==> config.mk <==
export PLATFORM = sky130hd
export DESIGN_NAME = stereo_frame_scheduler
export DESIGN_NICKNAME = d
export VERILOG_FILES = /design/src/rtl/stereo_frame_scheduler.sv
export SDC_FILE = /design/constraint.sdc
export NUM_CORES = 1
export LEC_CHECK = 0
export BUFFER_PORTS_ARGS = -buffer_cell sky130_fd_sc_hd__buf_2
export CAP_MARGIN = 20
export CORE_MARGIN = 5
export CORE_UTILIZATION = 25
export CTS_CLUSTER_DIAMETER = 30
export DETAILED_ROUTE_END_ITERATION = 7
export SYNTH_ARGS = -nofsm -noshare
export SYNTH_HDL_FRONTEND = slang
export SYNTH_SLANG_ARGS = --single-unit
export TNS_END_PERCENT = 10
==> constraint.sdc <==
create_clock -name clk_in -period 8.9 [get_ports clk_in]
set_input_delay 1.78 -clock clk_in [delete_from_list [all_inputs] [get_ports clk_in]]
set_output_delay 1.78 -clock clk_in [all_outputs]
set_load 0.02 [all_outputs]
==> src/rtl/stereo_frame_scheduler.sv <==
// Frame-granular round-robin scheduler that shares one pixel sink between two camera streams,
// with power-of-two decimation, source tagging and counting of frames it has to drop.
//
// state    | meaning
// ---------+-----------------------------------------------------------------
// IDLE     | no grant; pick the next enabled source (the one not served last)
// WAIT_SOF | grant latched in sel; waiting for its (0,0) pixel, timer running
// STREAM   | forwarding kept pixels of sel until its (H_LAST,V_LAST) pixel
module stereo_frame_scheduler #(
  parameter int DATA_WIDTH   = 8,
  parameter int HCOUNT_WIDTH = 10,
  parameter int VCOUNT_WIDTH = 9,
  parameter int H_LAST       = 639,
  parameter int V_LAST       = 359,
  parameter int DECIM_LOG2   = 2,
  parameter int SOF_TIMEOUT  = 2_000_000
) (
  input  logic                    clk_in,
  input  logic                    rst_in,
  input  logic [1:0]              src_enable_in,
  input  logic                    src0_valid_in,
  input  logic [DATA_WIDTH-1:0]   src0_data_in,
  input  logic [HCOUNT_WIDTH-1:0] src0_hcount_in,
  input  logic [VCOUNT_WIDTH-1:0] src0_vcount_in,
  input  logic                    src1_valid_in,
  input  logic [DATA_WIDTH-1:0]   src1_data_in,
  input  logic [HCOUNT_WIDTH-1:0] src1_hcount_in,
  input  logic [VCOUNT_WIDTH-1:0] src1_vcount_in,
  input  logic                    snk_ready_in,
  output logic                    snk_valid_out,
  output logic [DATA_WIDTH-1:0]   snk_data_out,
  output logic [HCOUNT_WIDTH-1:0] snk_hcount_out,
  output logic [VCOUNT_WIDTH-1:0] snk_vcount_out,
  output logic                    snk_src_out,
  output logic                    snk_last_out,
  output logic                    frame_start_out,
  output logic                    frame_end_out,
  output logic                    busy_out,
  output logic                    overflow_out,
  output logic [15:0]             drop_count_out
);

  localparam int STEP = 1 << DECIM_LOG2;
  localparam int TW   = $clog2(SOF_TIMEOUT + 1);
  localparam logic [TW-1:0]           TIMER_LOAD = TW'(SOF_TIMEOUT - 1);
  localparam logic [HCOUNT_WIDTH-1:0] H_MASK     = HCOUNT_WIDTH'(STEP - 1);
  localparam logic [VCOUNT_WIDTH-1:0] V_MASK     = VCOUNT_WIDTH'(STEP - 1);
  localparam logic [HCOUNT_WIDTH-1:0] H_END      = HCOUNT_WIDTH'(H_LAST);
  localparam logic [VCOUNT_WIDTH-1:0] V_END      = VCOUNT_WIDTH'(V_LAST);

  typedef enum logic [1:0] {IDLE, WAIT_SOF, STREAM} state_t;

  state_t          state;
  logic            sel;
  logic            last_src;
  logic [TW-1:0]   timer;

  logic [1:0]              sof;
  logic [1:0]              eof;
  logic [1:0]              granted;
  logic                    pix_valid;
  logic [DATA_WIDTH-1:0]   pix_data;
  logic [HCOUNT_WIDTH-1:0] pix_h;
  logic [VCOUNT_WIDTH-1:0] pix_v;
  logic [HCOUNT_WIDTH:0]   h_sum;
  logic [VCOUNT_WIDTH:0]   v_sum;
  logic                    pix_keep;
  logic                    pix_last;
  logic                    accept;
  logic                    load;
  logic                    xfer;
  logic [1:0]              drop_inc;
  logic [16:0]             drop_sum;
  logic [15:0]             drop_next;

  assign sof[0] = src0_valid_in && (src0_hcount_in == '0) && (src0_vcount_in == '0);
  assign sof[1] = src1_valid_in && (src1_hcount_in == '0) && (src1_vcount_in == '0);
  assign eof[0] = src0_valid_in && (src0_hcount_in == H_END) && (src0_vcount_in == V_END);
  assign eof[1] = src1_valid_in && (src1_hcount_in == H_END) && (src1_vcount_in == V_END);

  assign pix_valid = sel ? src1_valid_in  : src0_valid_in;
  assign pix_data  = sel ? src1_data_in   : src0_data_in;
  assign pix_h     = sel ? src1_hcount_in : src0_hcount_in;
  assign pix_v     = sel ? src1_vcount_in : src0_vcount_in;

  // Last kept pixel: no further kept column/row fits before the frame edge.
  assign pix_keep = ((pix_h & H_MASK) == '0) && ((pix_v & V_MASK) == '0);
  assign h_sum    = {1'b0, pix_h} + (HCOUNT_WIDTH + 1)'(STEP);
  assign v_sum    = {1'b0, pix_v} + (VCOUNT_WIDTH + 1)'(STEP);
  assign pix_last = (h_sum > (HCOUNT_WIDTH + 1)'(H_LAST)) && (v_sum > (VCOUNT_WIDTH + 1)'(V_LAST));

  assign granted[0] = (state != IDLE) && !sel;
  assign granted[1] = (state != IDLE) && sel;

  assign accept = (state == STREAM) || ((state == WAIT_SOF) && sof[sel]);
  assign load   = accept && pix_valid && pix_keep;
  assign xfer   = snk_valid_out && snk_ready_in;

  // Both sources can miss a grant in the same cycle, so the counter may step by two.
  assign drop_inc  = {1'b0, sof[0] && !granted[0]} + {1'b0, sof[1] && !granted[1]};
  assign drop_sum  = {1'b0, drop_count_out} + {15'b0, drop_inc};
  assign drop_next = drop_sum[16] ? 16'hFFFF : drop_sum[15:0];

  assign busy_out = (state != IDLE);

  always_ff @(posedge clk_in or negedge rst_in) begin
    if (!rst_in) begin
      state           <= IDLE;
      sel             <= 1'b0;
      last_src        <= 1'b1;
      timer           <= '0;
      snk_valid_out   <= 1'b0;
      snk_data_out    <= '0;
      snk_hcount_out  <= '0;
      snk_vcount_out  <= '0;
      snk_src_out     <= 1'b0;
      snk_last_out    <= 1'b0;
      frame_start_out <= 1'b0;
      frame_end_out   <= 1'b0;
      overflow_out    <= 1'b0;
      drop_count_out  <= '0;
    end else begin
      frame_start_out <= 1'b0;
      frame_end_out   <= 1'b0;
      drop_count_out  <= drop_next;

      if (load) begin
        if (!snk_valid_out || xfer) begin
          snk_valid_out  <= 1'b1;
          snk_data_out   <= pix_data;
          snk_hcount_out <= pix_h;
          snk_vcount_out <= pix_v;
          snk_src_out    <= sel;
          snk_last_out   <= pix_last;
        end else begin
          overflow_out   <= 1'b1;
        end
      end else if (xfer) begin
        snk_valid_out <= 1'b0;
      end

      case (state)
        IDLE: begin
          if (src_enable_in[~last_src]) begin
            sel   <= ~last_src;
            timer <= TIMER_LOAD;
            state <= WAIT_SOF;
          end else if (src_enable_in[last_src]) begin
            sel   <= last_src;
            timer <= TIMER_LOAD;
            state <= WAIT_SOF;
          end
        end
        WAIT_SOF: begin
          if (sof[sel]) begin
            frame_start_out <= 1'b1;
            state           <= STREAM;
          end else if (timer == '0) begin
            last_src <= sel;
            state    <= IDLE;
          end else begin
            timer <= timer - 1'b1;
          end
        end
        STREAM: begin
          if (eof[sel]) begin
            frame_end_out <= 1'b1;
            last_src      <= sel;
            state         <= IDLE;
          end
        end
        default: state <= IDLE;
      endcase
    end
  end

endmodule

==> run metrics <==
Async S/R FF share, synth=100%; Combinational Power Share=17.9%; Util after Layout=32.2%; hold depth=1; number of synthesized register bits=74; Root Buffer=clkbuf_16; GRT Util Overall=around 12%; post-synthesis mux area share=about 15%; # nets final=roughly 600; CTS tree=yes; Placer Congestion=about 0.9; xor/xnor share of the synthesized area=2.25%; worst setup path end=drop_count_out[3]; fin. max-slew vios=0; final hold violation count=0; Slew HR=about 30%; Setup Viol. Count Final=0; vias in the first global route=~3700; multi-input logic area=approximately 0.0023 mm^2; clock network power share=40.3%; kind of critical path=primary input to flop; Fillers=between 1500 and 2000; synthesized cell area=approximately 0.0043 mm^2; sequential area share after synthesis=between 40% and 50%; grt ovf=0; ys flop type=dfrtp_1; post-synthesis adder-cell area fraction=under 10%; DP HPWL=8990 um; status=completed; Die X=about 140 um; routed vias/inst=between 4 and 5; H-tree levels=3; main combinational cell family by area after synthesis=simple AND/OR/NAND/NOR gates; Mapped Nets=between 400 and 500; required time at the worst-slack endpoint=~9.2 ns; CTS Buffer Depth=2; Routed WL=~12000 um; Max-Cap Viols=0; r2r endpoint=drop_count_out[3]; Worst R2R Setup Slack=between 5 and 6 ns; Min-Delay Path Class=flop to flop; drt pass-1 iters=4; Synth Area in Simple Gates=between 20% and 30%; Die H=~140 um; Setup Fix Bufs, Post-CTS=0; Final Critical Period=just over 5 ns; post-synthesis cell count=around 430; CTS Buf Count=9; post-cts resize count=0; # rows=47; Port Buffers=110; non-filler cells, final=around 760; EDFF count, synth=0; Remaining DRCs=0; switching share of total power=around 28%; CORE AREA=between 0.015 and 0.02 mm^2; largest net degree at the start of global routing=75; first-pass GRT wire length=19700 um; antenna violations before repair=0; Yosys warning count=0; Setup crit start kind=primary input; Switch Pwr=between 0.2 and 0.3 mW; layout cells sized above 1=approximately 34%; final worst-path cycle share=between 50% and 60%; Worst Setup SP=src0_hcount_in[1]; dpl cells=746; Max IR drop VDD=about 0.075 mV; Max FO, Critical Path=13; Detail Route Antenna Nets=0; Yosys cell types=57; Placed Area=around 0.005 mm^2; wire per inst=around 16 um; fmax=~200 MHz; Synth Area in Compound Gates=between 10 and 15%; post-route cell area=~0.0054 mm^2; share of power burned in registers=41.7%; R2R depth=9; Pint=roughly 0.67 mW; RSZ-0062 raised after global routing=false; Worst Hold Slack=roughly 0.48 ns; Initial Util=25.6%; vias after detailed routing=around 3800; area added between synthesis and finish=25.7%; DR iter-0 viols=approximately 230; Leakage=~2.5 nW; I/O pin cnt=approximately 110; sequential cell area=about 0.0019 mm^2; CTS sink cnt=74; syn_area_per_cell=just under 10 um^2; Clock Pin Slew Worst Setup and Hold Paths=approximately 0.060 ns; Power Dens Cells=between 150 and 200 mW/mm^2; die area=just under 0.02 mm^2; Hold Crit Start=snk_vcount_out[0]; crit path capture type=flop; worst-margin pin slew=1.04 ns; # hold bufs at CTS=0; Worst EP arrival=5.28 ns; RR Startpoint=sel; Final Skew=about 0.012 ns; Final TNS setup=0 ns; worst-skew pair later-pin latency=0.34 ns
-- routing by layer --
metal / wire length, um / part of all wire (%) / GRT usage (%)
met5: 0 / 0 / 0
met3: 615 / 5.1 / 3.59
met2: 5400 / 45 / 18.3
met1: 5790 / 48 / 17.1
met4: 242 / 2.0 / 4.44
-- Yosys cell counts, drive strengths merged (3+ instances only) --
cell type | count | area share, %
dfrtp | 73 | 43
mux2 | 43 | 11
nor2 | 35 | 3.1
nand2 | 32 | 2.8
nor3 | 18 | 2.1
nand3 | 16 | 1.9
inv | 15 | 1.3
mux2i | 14 | 3.3
nand4 | 14 | 2.0
o21ai | 14 | 1.9
a21oi | 12 | 1.4
or4 | 12 | 2.3
a31oi | 11 | 1.6
clkbuf | 11 | 0.96
nor4 | 10 | 1.5
or3 | 10 | 1.6
and2 | 8 | 1.2
nand2b | 8 | 1.2
xor2 | 7 | 1.4
buf | 6 | 0.94
ha | 6 | 1.8
a22oi | 5 | 1.2
o31ai | 5 | 0.88
a311oi | 4 | 0.82
and4 | 4 | 0.82
nand4b | 4 | 0.82
xnor2 | 4 | 0.82
a21o | 3 | 0.53
nand3b | 3 | 0.53
or2 | 3 | 0.44
-- through the flow --
step / total power [mW] / setup slack [ns]
floorplan: 0.498 / 4.34
global placement: 0.554 / 3.64
detailed placement: 0.555 / 3.54
CTS: 0.933 / 3.87
global route: 0.970 / 3.55
finish: 0.925 / 3.87
-- worst min path at each step --
stage | endpoint
after global placement | overflow_out
after detailed placement | snk_vcount_out[0]
after global routing | snk_vcount_out[0]
after floorplan | timer[9]
final | snk_vcount_out[0]
after CTS | snk_hcount_out[0]
-- cell type report --
cell class | count | share of cell area [%]
multi-input combinational | 325 | 42.6
sequential | 74 | 34.5
timing repair buffer | 113 | 11.1
tap | 220 | 5.12
clock buffer | 12 | 4.77
inverter | 15 | 1.05
clock inverter | 4 | 0.930
antenna | 1 | 0.0465
-- registers in the layout, summed over array words and instances (netlist names) --
signal / count
drop_count_out: 16
frame_end_out: 1
frame_start_out: 1
last_src: 1
overflow_out: 1
sel: 1
snk_data_out: 8
snk_hcount_out: 10
snk_last_out: 1
snk_src_out: 1
snk_valid_out: 1
snk_vcount_out: 9
state: 2
timer: 21
-- power by group through the flow --
| stage | Combinational [mW] | Clock (mW) | Sequential (mW) |
|---|---|---|---|
| floorplan | 0.129 | 0 | 0.369 |
| global placement | 0.162 | 0 | 0.391 |
| detailed placement | 0.163 | 0 | 0.392 |
| CTS | 0.164 | 0.384 | 0.386 |
| global route | 0.183 | 0.396 | 0.390 |
| finish | 0.166 | 0.373 | 0.386 |
-- cell families (layout without fill, tap and decap cells) --
logic type                 Yosys count  after routing
DFF                                 74             74
muxes                               57             57
other                                0              1
AOI/OAI and AO/OA                   67             67
adders and majority gates            7              7
xor gates and xnor gates            11             11
and+or+nand+nor                    183            183
buffers and inverters               32            144
-- cell usage in the layout, fill, tap and decap left out, drive strengths merged, types with 7 or more instances in the layout --
master    n
inv      15
a31oi    11
nand2b    8
nand3    16
buf     113
nor2     35
nand2    32
and2      8
or4      12
clkbuf   12
nand4    14
mux2     43
or3      10
o21ai    14
mux2i    14
a21oi    12
xor2      7
dfrtp    73
nor3     18
nor4     10
-- critical path, cell delays in order --
cell,delay (ns)
buf_2,0.13
nor4_1,0.39
nand3_1,0.16
nor3_1,0.55
o21ai_0,0.29
fa_1,0.45
inv_1,0.10
ha_1,0.18
nand3_1,0.14
nor2_1,0.27
inv_1,0.12
or3_1,0.58
o21ai_0,0.15
Note: power is estimated with default switching activity, not from simulation.
